<file path="src/rtl/color_label_encoder.sv">
// ---------------------------------------------------------------------------
// color_label_encoder
//
// Classifies each camera pixel into a coarse colour label (blue, green, red,
// purple, orange, yellow or none) and forwards the video timing, pixel
// column/row indices and a 3-bit frame counter, all aligned with the label.
// The pipeline has a fixed latency and no backpressure: the input register
// samples a pixel at edge N, and the result is on every o_* port after edge N+3.
//
// Pipeline:
//   in : i_rgb / sync / de captured, column and row counters updated
//   s1 : R, G, B, max(R,G,B), min(R,G,B)
//   s2 : delta = max-min, dominant channel
//   s3 : label decision, registered outputs, frame counter
//
// Ports:
//   pixelclk      in   pixel clock, rising edge
//   reset_n       in   asynchronous active-low reset
//   i_rgb[23:0]   in   {R, G, B} pixel
//   i_hsync       in   horizontal sync
//   i_vsync       in   vertical sync, active high
//   i_de          in   data enable, high on active pixels
//   o_label[23:0] out  colour label (24'h000000 when o_de = 0)
//   o_hsync       out  i_hsync aligned with o_label
//   o_vsync       out  i_vsync aligned with o_label
//   o_de          out  i_de aligned with o_label
//   o_hcount[11:0] out column of the pixel on o_label (0 when o_de = 0)
//   o_vcount[11:0] out row of the pixel on o_label
//   o_frame_cnt[2:0] out frame counter, steps with the aligned o_vsync rise
// ---------------------------------------------------------------------------
module color_label_encoder #(
  parameter logic [7:0] SAT_TH = 8'd40,
  parameter logic [7:0] VAL_TH = 8'd50
) (
  input  logic        pixelclk,
  input  logic        reset_n,
  input  logic [23:0] i_rgb,
  input  logic        i_hsync,
  input  logic        i_vsync,
  input  logic        i_de,
  output logic [23:0] o_label,
  output logic        o_hsync,
  output logic        o_vsync,
  output logic        o_de,
  output logic [11:0] o_hcount,
  output logic [11:0] o_vcount,
  output logic [2:0]  o_frame_cnt
);

  localparam logic [23:0] LBL_NONE   = 24'h000000;
  localparam logic [23:0] LBL_BLUE   = 24'h111111;
  localparam logic [23:0] LBL_GREEN  = 24'h222222;
  localparam logic [23:0] LBL_RED    = 24'h333333;
  localparam logic [23:0] LBL_PURPLE = 24'h444444;
  localparam logic [23:0] LBL_ORANGE = 24'h666666;
  localparam logic [23:0] LBL_YELLOW = 24'h777777;

  localparam logic [1:0] DOM_R = 2'd0;
  localparam logic [1:0] DOM_G = 2'd1;
  localparam logic [1:0] DOM_B = 2'd2;

  localparam logic [11:0] CNT_MAX = 12'hFFF;

  // Input stage: edge detectors, counters, captured pixel and timing
  logic        de_prev_q, vs_prev_q;
  logic [11:0] col_q, col_d;
  logic [11:0] row_q, row_d;
  logic        vs_rise, de_fall;
  logic [23:0] in_rgb_q;
  logic        in_hs_q, in_vs_q, in_de_q, in_vsr_q;

  // Stage 1
  logic [7:0]  s1_r_q, s1_g_q, s1_b_q;
  logic [7:0]  s1_max_q, s1_max_d;
  logic [7:0]  s1_min_q, s1_min_d;
  logic        s1_hs_q, s1_vs_q, s1_de_q, s1_vsr_q;
  logic [11:0] s1_col_q, s1_row_q;

  // Stage 2
  logic [7:0]  s2_r_q, s2_g_q, s2_b_q, s2_max_q;
  logic [7:0]  s2_delta_q, s2_delta_d;
  logic [1:0]  s2_dom_q, s2_dom_d;
  logic        s2_hs_q, s2_vs_q, s2_de_q, s2_vsr_q;
  logic [11:0] s2_col_q, s2_row_q;

  // Stage 3 (output registers)
  logic [23:0] label_q, label_d;
  logic [11:0] hcount_q, hcount_d;
  logic [11:0] vcount_q;
  logic [2:0]  frame_q, frame_d;
  logic        out_hs_q, out_vs_q, out_de_q;

  // Ratio terms, widened so 4*255 and 3*255 never overflow
  logic [10:0] delta_w, d_gb, d_bg, d_rb, d_br, d_rg, d_gr;

  // -------------------------------------------------------------------------
  // Input stage: column/row counters. col_q/row_q belong to the pixel
  // currently held in in_rgb_q.
  // -------------------------------------------------------------------------
  always_comb begin
    vs_rise = i_vsync & ~vs_prev_q;
    de_fall = ~i_de & de_prev_q;

    col_d = 12'd0;
    if (i_de && de_prev_q) begin
      col_d = (col_q == CNT_MAX) ? col_q : col_q + 12'd1;
    end

    // A frame start beats a line end in the same cycle
    row_d = row_q;
    if (vs_rise) begin
      row_d = 12'd0;
    end else if (de_fall && row_q != CNT_MAX) begin
      row_d = row_q + 12'd1;
    end
  end

  // -------------------------------------------------------------------------
  // Stage 1: max/min of the captured pixel
  // -------------------------------------------------------------------------
  always_comb begin
    s1_max_d = in_rgb_q[23:16];
    if (in_rgb_q[15:8] > s1_max_d) s1_max_d = in_rgb_q[15:8];
    if (in_rgb_q[7:0]  > s1_max_d) s1_max_d = in_rgb_q[7:0];
    s1_min_d = in_rgb_q[23:16];
    if (in_rgb_q[15:8] < s1_min_d) s1_min_d = in_rgb_q[15:8];
    if (in_rgb_q[7:0]  < s1_min_d) s1_min_d = in_rgb_q[7:0];
  end

  // -------------------------------------------------------------------------
  // Stage 2: chroma spread and dominant channel (ties favour R, then B over G)
  // -------------------------------------------------------------------------
  always_comb begin
    s2_delta_d = s1_max_q - s1_min_q;
    if (s1_r_q >= s1_g_q && s1_r_q >= s1_b_q) begin
      s2_dom_d = DOM_R;
    end else if (s1_g_q > s1_b_q) begin
      s2_dom_d = DOM_G;
    end else begin
      s2_dom_d = DOM_B;
    end
  end

  // -------------------------------------------------------------------------
  // Stage 3: label decision. Each difference is only used when its operands
  // are in the order that makes it non-negative.
  // -------------------------------------------------------------------------
  always_comb begin
    delta_w = {3'b000, s2_delta_q};
    d_gb    = {3'b000, s2_g_q - s2_b_q};
    d_bg    = {3'b000, s2_b_q - s2_g_q};
    d_rb    = {3'b000, s2_r_q - s2_b_q};
    d_br    = {3'b000, s2_b_q - s2_r_q};
    d_rg    = {3'b000, s2_r_q - s2_g_q};
    d_gr    = {3'b000, s2_g_q - s2_r_q};

    label_d = LBL_NONE;
    if (s2_de_q && s2_delta_q >= SAT_TH && s2_max_q >= VAL_TH) begin
      case (s2_dom_q)
        DOM_R: begin
          if (s2_g_q >= s2_b_q) begin
            if ((d_gb << 2) < delta_w) begin
              label_d = LBL_RED;
            end else if (((d_gb << 1) + d_gb) < (delta_w << 1)) begin
              label_d = LBL_ORANGE;
            end else begin
              label_d = LBL_YELLOW;
            end
          end else begin
            label_d = ((d_bg << 2) < delta_w) ? LBL_RED : LBL_PURPLE;
          end
        end
        DOM_G: begin
          if (s2_r_q > s2_b_q) begin
            label_d = ((d_rb << 2) > ((delta_w << 1) + delta_w)) ? LBL_YELLOW : LBL_GREEN;
          end else begin
            // Strong blue cast on green reads as cyan: no label
            label_d = ((d_br << 1) > delta_w) ? LBL_NONE : LBL_GREEN;
          end
        end
        DOM_B: begin
          if (s2_r_q > s2_g_q) begin
            label_d = ((d_rg << 1) > delta_w) ? LBL_PURPLE : LBL_BLUE;
          end else begin
            label_d = ((d_gr << 1) > delta_w) ? LBL_NONE : LBL_BLUE;
          end
        end
        default: label_d = LBL_NONE;
      endcase
    end

    hcount_d = s2_de_q ? s2_col_q : 12'd0;
    // The frame-start flag travels with its pixel so the count steps on the
    // same edge that raises o_vsync.
    frame_d  = frame_q + {2'b00, s2_vsr_q};
  end

  // -------------------------------------------------------------------------
  // All state
  // -------------------------------------------------------------------------
  always_ff @(posedge pixelclk or negedge reset_n) begin
    if (!reset_n) begin
      de_prev_q  <= 1'b0;
      vs_prev_q  <= 1'b0;
      col_q      <= 12'd0;
      row_q      <= 12'd0;
      in_rgb_q   <= 24'd0;
      in_hs_q    <= 1'b0;
      in_vs_q    <= 1'b0;
      in_de_q    <= 1'b0;
      in_vsr_q   <= 1'b0;
      s1_r_q     <= 8'd0;
      s1_g_q     <= 8'd0;
      s1_b_q     <= 8'd0;
      s1_max_q   <= 8'd0;
      s1_min_q   <= 8'd0;
      s1_hs_q    <= 1'b0;
      s1_vs_q    <= 1'b0;
      s1_de_q    <= 1'b0;
      s1_vsr_q   <= 1'b0;
      s1_col_q   <= 12'd0;
      s1_row_q   <= 12'd0;
      s2_r_q     <= 8'd0;
      s2_g_q     <= 8'd0;
      s2_b_q     <= 8'd0;
      s2_max_q   <= 8'd0;
      s2_delta_q <= 8'd0;
      s2_dom_q   <= DOM_R;
      s2_hs_q    <= 1'b0;
      s2_vs_q    <= 1'b0;
      s2_de_q    <= 1'b0;
      s2_vsr_q   <= 1'b0;
      s2_col_q   <= 12'd0;
      s2_row_q   <= 12'd0;
      label_q    <= LBL_NONE;
      hcount_q   <= 12'd0;
      vcount_q   <= 12'd0;
      frame_q    <= 3'd0;
      out_hs_q   <= 1'b0;
      out_vs_q   <= 1'b0;
      out_de_q   <= 1'b0;
    end else begin
      de_prev_q  <= i_de;
      vs_prev_q  <= i_vsync;
      col_q      <= col_d;
      row_q      <= row_d;
      in_rgb_q   <= i_rgb;
      in_hs_q    <= i_hsync;
      in_vs_q    <= i_vsync;
      in_de_q    <= i_de;
      in_vsr_q   <= vs_rise;

      s1_r_q     <= in_rgb_q[23:16];
      s1_g_q     <= in_rgb_q[15:8];
      s1_b_q     <= in_rgb_q[7:0];
      s1_max_q   <= s1_max_d;
      s1_min_q   <= s1_min_d;
      s1_hs_q    <= in_hs_q;
      s1_vs_q    <= in_vs_q;
      s1_de_q    <= in_de_q;
      s1_vsr_q   <= in_vsr_q;
      s1_col_q   <= col_q;
      s1_row_q   <= row_q;

      s2_r_q     <= s1_r_q;
      s2_g_q     <= s1_g_q;
      s2_b_q     <= s1_b_q;
      s2_max_q   <= s1_max_q;
      s2_delta_q <= s2_delta_d;
      s2_dom_q   <= s2_dom_d;
      s2_hs_q    <= s1_hs_q;
      s2_vs_q    <= s1_vs_q;
      s2_de_q    <= s1_de_q;
      s2_vsr_q   <= s1_vsr_q;
      s2_col_q   <= s1_col_q;
      s2_row_q   <= s1_row_q;

      label_q    <= label_d;
      hcount_q   <= hcount_d;
      vcount_q   <= s2_row_q;
      frame_q    <= frame_d;
      out_hs_q   <= s2_hs_q;
      out_vs_q   <= s2_vs_q;
      out_de_q   <= s2_de_q;
    end
  end

  assign o_label     = label_q;
  assign o_hsync     = out_hs_q;
  assign o_vsync     = out_vs_q;
  assign o_de        = out_de_q;
  assign o_hcount    = hcount_q;
  assign o_vcount    = vcount_q;
  assign o_frame_cnt = frame_q;

endmodule

</file>
<file path="config.mk">
export PLATFORM = sky130hd
export DESIGN_NAME = color_label_encoder
export DESIGN_NICKNAME = d
export VERILOG_FILES = /design/src/rtl/color_label_encoder.sv
export SDC_FILE = /design/constraint.sdc
export NUM_CORES = 1
export LEC_CHECK = 0
export CORE_ASPECT_RATIO = 1.4
export CORE_MARGIN = 1
export CORE_UTILIZATION = 28
export CTS_BUF_LIST = sky130_fd_sc_hd__clkbuf_8
export DETAILED_ROUTE_END_ITERATION = 8
export HOLD_SLACK_MARGIN = 0.12
export PLACE_DENSITY_LB_ADDON = 0.2
export SYNTH_ARGS = -nofsm -noshare
export SYNTH_HDL_FRONTEND = slang
export SYNTH_SLANG_ARGS = --single-unit
export TNS_END_PERCENT = 10
</file>
<file path="constraint.sdc">
create_clock -name pixelclk -period 10.1 [get_ports pixelclk]
set_input_delay 1.515 -clock pixelclk [delete_from_list [all_inputs] [get_ports pixelclk]]
set_output_delay 1.515 -clock pixelclk [all_outputs]
set_load 0.02 [all_outputs]
</file>
==> reports/summary.txt <==
Smallest hold slack -> 0.340 ns
Post-synth top flop -> dfrtp_1
CTS Buffer Depth -> 3
CTS Sinks -> 222
CP endpoint kind -> flop
Starting Density -> 0.283
Design area -> 13900 um2
Number of global-route vias before repair -> 8571
Drt pass-1 iters -> 5
Crit path launch type -> flop
Routed WL -> 28700 um
Routed WL per cell -> 16.7 um
CP max stage delay -> 0.46 ns
Seq/Total Area, Yosys -> 0.466
Vias/cell -> 4.51
Synth cell types -> 68
# IOs -> 83
Antenna Cells -> 0
Die Y -> 246 um
Static Leak -> 6.86 nW
Mapped Cells -> 1061
Vias -> 7730
Slowest-stage cell, CP -> dfrtp_1
Layout cells sized above 1 -> 0.0651
Port buffer count -> 76
Nets -> 1350
Post-route minimum period -> 4.66 ns
Share of Yosys cell area claimed by the top area cell type -> 0.466
RSZ-0062 raised after global routing -> false
Die span in x -> 176 um
Final TNS setup -> 0 ns
DPL Wire Length -> 22500 um
Initial antenna violation count -> 0
Placed inst area -> 13100 um2
Number of routed nets with antenna violations -> 0
TritonCTS Buffers -> 34
# H-tree levels -> 2
Worst Max-Slew Pin Slew -> 0.974 ns
Setup bufs post-CTS -> 0
Arr. time, crit path -> 5.07 ns
Final Hold Fails -> 0
Pwr Density -> 213 nW/um2
Final setup vio count -> 0
Top-count cell post-synth -> dfrtp_1
RePlAce Congestion -> 0.848
GRT Total Usage -> 0.139
Crit path max fanout -> 6
Final std cells w/o fill -> 1714
Rows -> 89
Hold Path Class -> reg2reg
Largest net degree at the start of global routing -> 79
Core area -> 42100 um2
Clock insertion delay at the later pin of the skew report -> 0.52 ns
Data required, critical path -> 10.51 ns
Crit path max-delay family -> compound AO/OA/AOI/OAI gates
Worst setup path class -> reg2reg
Drc violations -> 0
Area contributors post-synth -> dfrtp_1 47%, ha_1 18%, inv_1 3.3%
DR iter-0 viols -> 264
Die area -> 43400 um2
Number of synthesized register bits -> 222
Skew final -> 0.0155 ns
Cell mode on critical path -> ha_1
Hold_buf cts -> 0
Dpl cells -> 1653
Max-slew violation count -> 0
Post-Syn Area per Cell -> 11.2 um2
Slew HR -> 0.350
First-pass GRT wire length -> 46300 um
Post-synth EDFFs -> 0
Worst-path clk slew -> 0.06 ns
Max IR drop VDD -> 111 uV
Largest area contributor in the netlist -> dfrtp_1
Worst path buffer plus inverter count -> 1
Max-Cap Viols -> 0
Cell breakdown of the critical path -> inv_1, ha_1, nor2b_1, o22a_1, xor2_1, ha_1, or2b_1, o21ai_2, xor2_1, ha_1, a21o_1, a211oi_1, o21ai_0, o211ai_1, nand4_1, o311a_1, a311o_1
Final Cycle Share -> 0.461
Status -> finished clean
Area Growth Syn to Fin -> 16.9%
Synth Warn # -> 0
CTS tree -> done
Remaining global-route overflow -> 0
Most frequent cells after synthesis -> 222 x dfrtp_1, 169 x ha_1, 104 x inv_1, 59 x a21oi_1, 58 x nor2_1
CTS root buffer -> clkbuf_8
Mapped Area -> 11900 um2
Post-synth ARST share -> 1.00
CTS resizes -> 0
Max Freq -> 215 MHz
## placed cells by master (no fill, tap or decap), drive strengths merged, types with 3 or more instances in the layout
cell type      count
buf                4
xor2              33
o21a               8
or2                3
a21oi             60
a211oi            10
a21o              38
nand2b            14
o21ai             40
nor2              58
o21bai             8
conb               6
mux2i             30
nor3              13
nand4             12
ha               169
clkinv             3
clkinvlp           3
and4               4
o211ai             7
bufinv             4
a31oi              4
fa                 9
a2111o             3
nand3             17
clkdlybuf4s50     75
nor2b             16
xnor2             43
and2              15
clkbuf            43
mux2               3
nand2             33
inv              112
dfrtp            222
and3              13
## layout make-up
type                            count  area, um2
Clock buffer                       43        592
Clock inverter                     18        193
Fill cell                        4394      28200
Inverter                          104        390
Multi-Input combinational cell    702       5730
Sequential cell                   222       5560
Tap cell                          546        683
Timing Repair Buffer               79        788
## power breakdown
part	switching [W]	leakage, nW	internal, W
clock network	0.000353	0.420	0.000490
logic	0.000618	3.63	0.000472
registers	0.0000667	2.81	0.000962
total	0.00104	6.86	0.00192
## cells by family after synthesis
family,after synthesis,synth area share
compound gates,201,0.114
fa+ha+maj,178,0.193
simple gates,208,0.0888
other cells,1,0.000315
mux,33,0.0280
xor+xnor,76,0.0558
flops,222,0.466
buf+inv,142,0.0548
## metal layers
metal	vias up	GRT usage	routed length (um)
met1	3759	0.138	10400
met4	0	0.0745	1490
met2	136	0.272	15800
li1	3774	-	-
met3	61	0.0216	958
met5	-	0	0
## sequential cells by signal (all words and copies together), names as in the netlist, 2 cells and up
register,flops
s2_max_q,7
s1_g_q,8
s2_dom_q,2
in_rgb_q,24
s2_g_q,8
o_hcount,12
o_frame_cnt,3
s1_row_q,12
s1_max_q,8
s1_col_q,12
s1_r_q,8
s2_b_q,8
s2_r_q,8
s2_delta_q,8
s2_col_q,12
row_q,12
s1_min_q,8
o_vcount,12
col_q,12
o_label,3
s2_row_q,12
s1_b_q,8
## through the flow
stage	power [W]	setup WS (ns)	util
3_3_place_gp	0.00215	5.48	0.312
3_5_place_dp	0.00216	5.39	0.312
2_1_floorplan	0.00181	5.93	-
4_1_cts	0.00303	5.38	0.331
6_report	0.00296	5.44	0.331
5_1_grt	0.00320	5.09	0.331
## worst reg2reg max path: cells and delay by family (launching register included)
family,cells,cell delay [ns]
and+or+nand+nor,3,0.66
xor gates and xnor gates,2,0.65
AOI/OAI and AO/OA,8,1.75
DFF,1,0.46
buffers and inverters,1,0.17
adders and majority gates,3,0.87
## path summary, 6_finish.rpt
kind	from	to	slack (ns)	cells after the start
worst max-delay path	s2_g_q[1]	o_label[20]	5.44	17
worst min-delay path	s2_row_q[1]	o_vcount[1]	0.34	0
worst max register to register	s2_g_q[1]	o_label[20]	5.44	17
worst min register to register	s2_row_q[1]	o_vcount[1]	0.34	0
max in group asynchronous	reset_n	s2_max_q[3]	7.75	2
min in group asynchronous	reset_n	s2_col_q[6]	0.95	1
No activity file was read; power rests on OpenSTA's default activity.
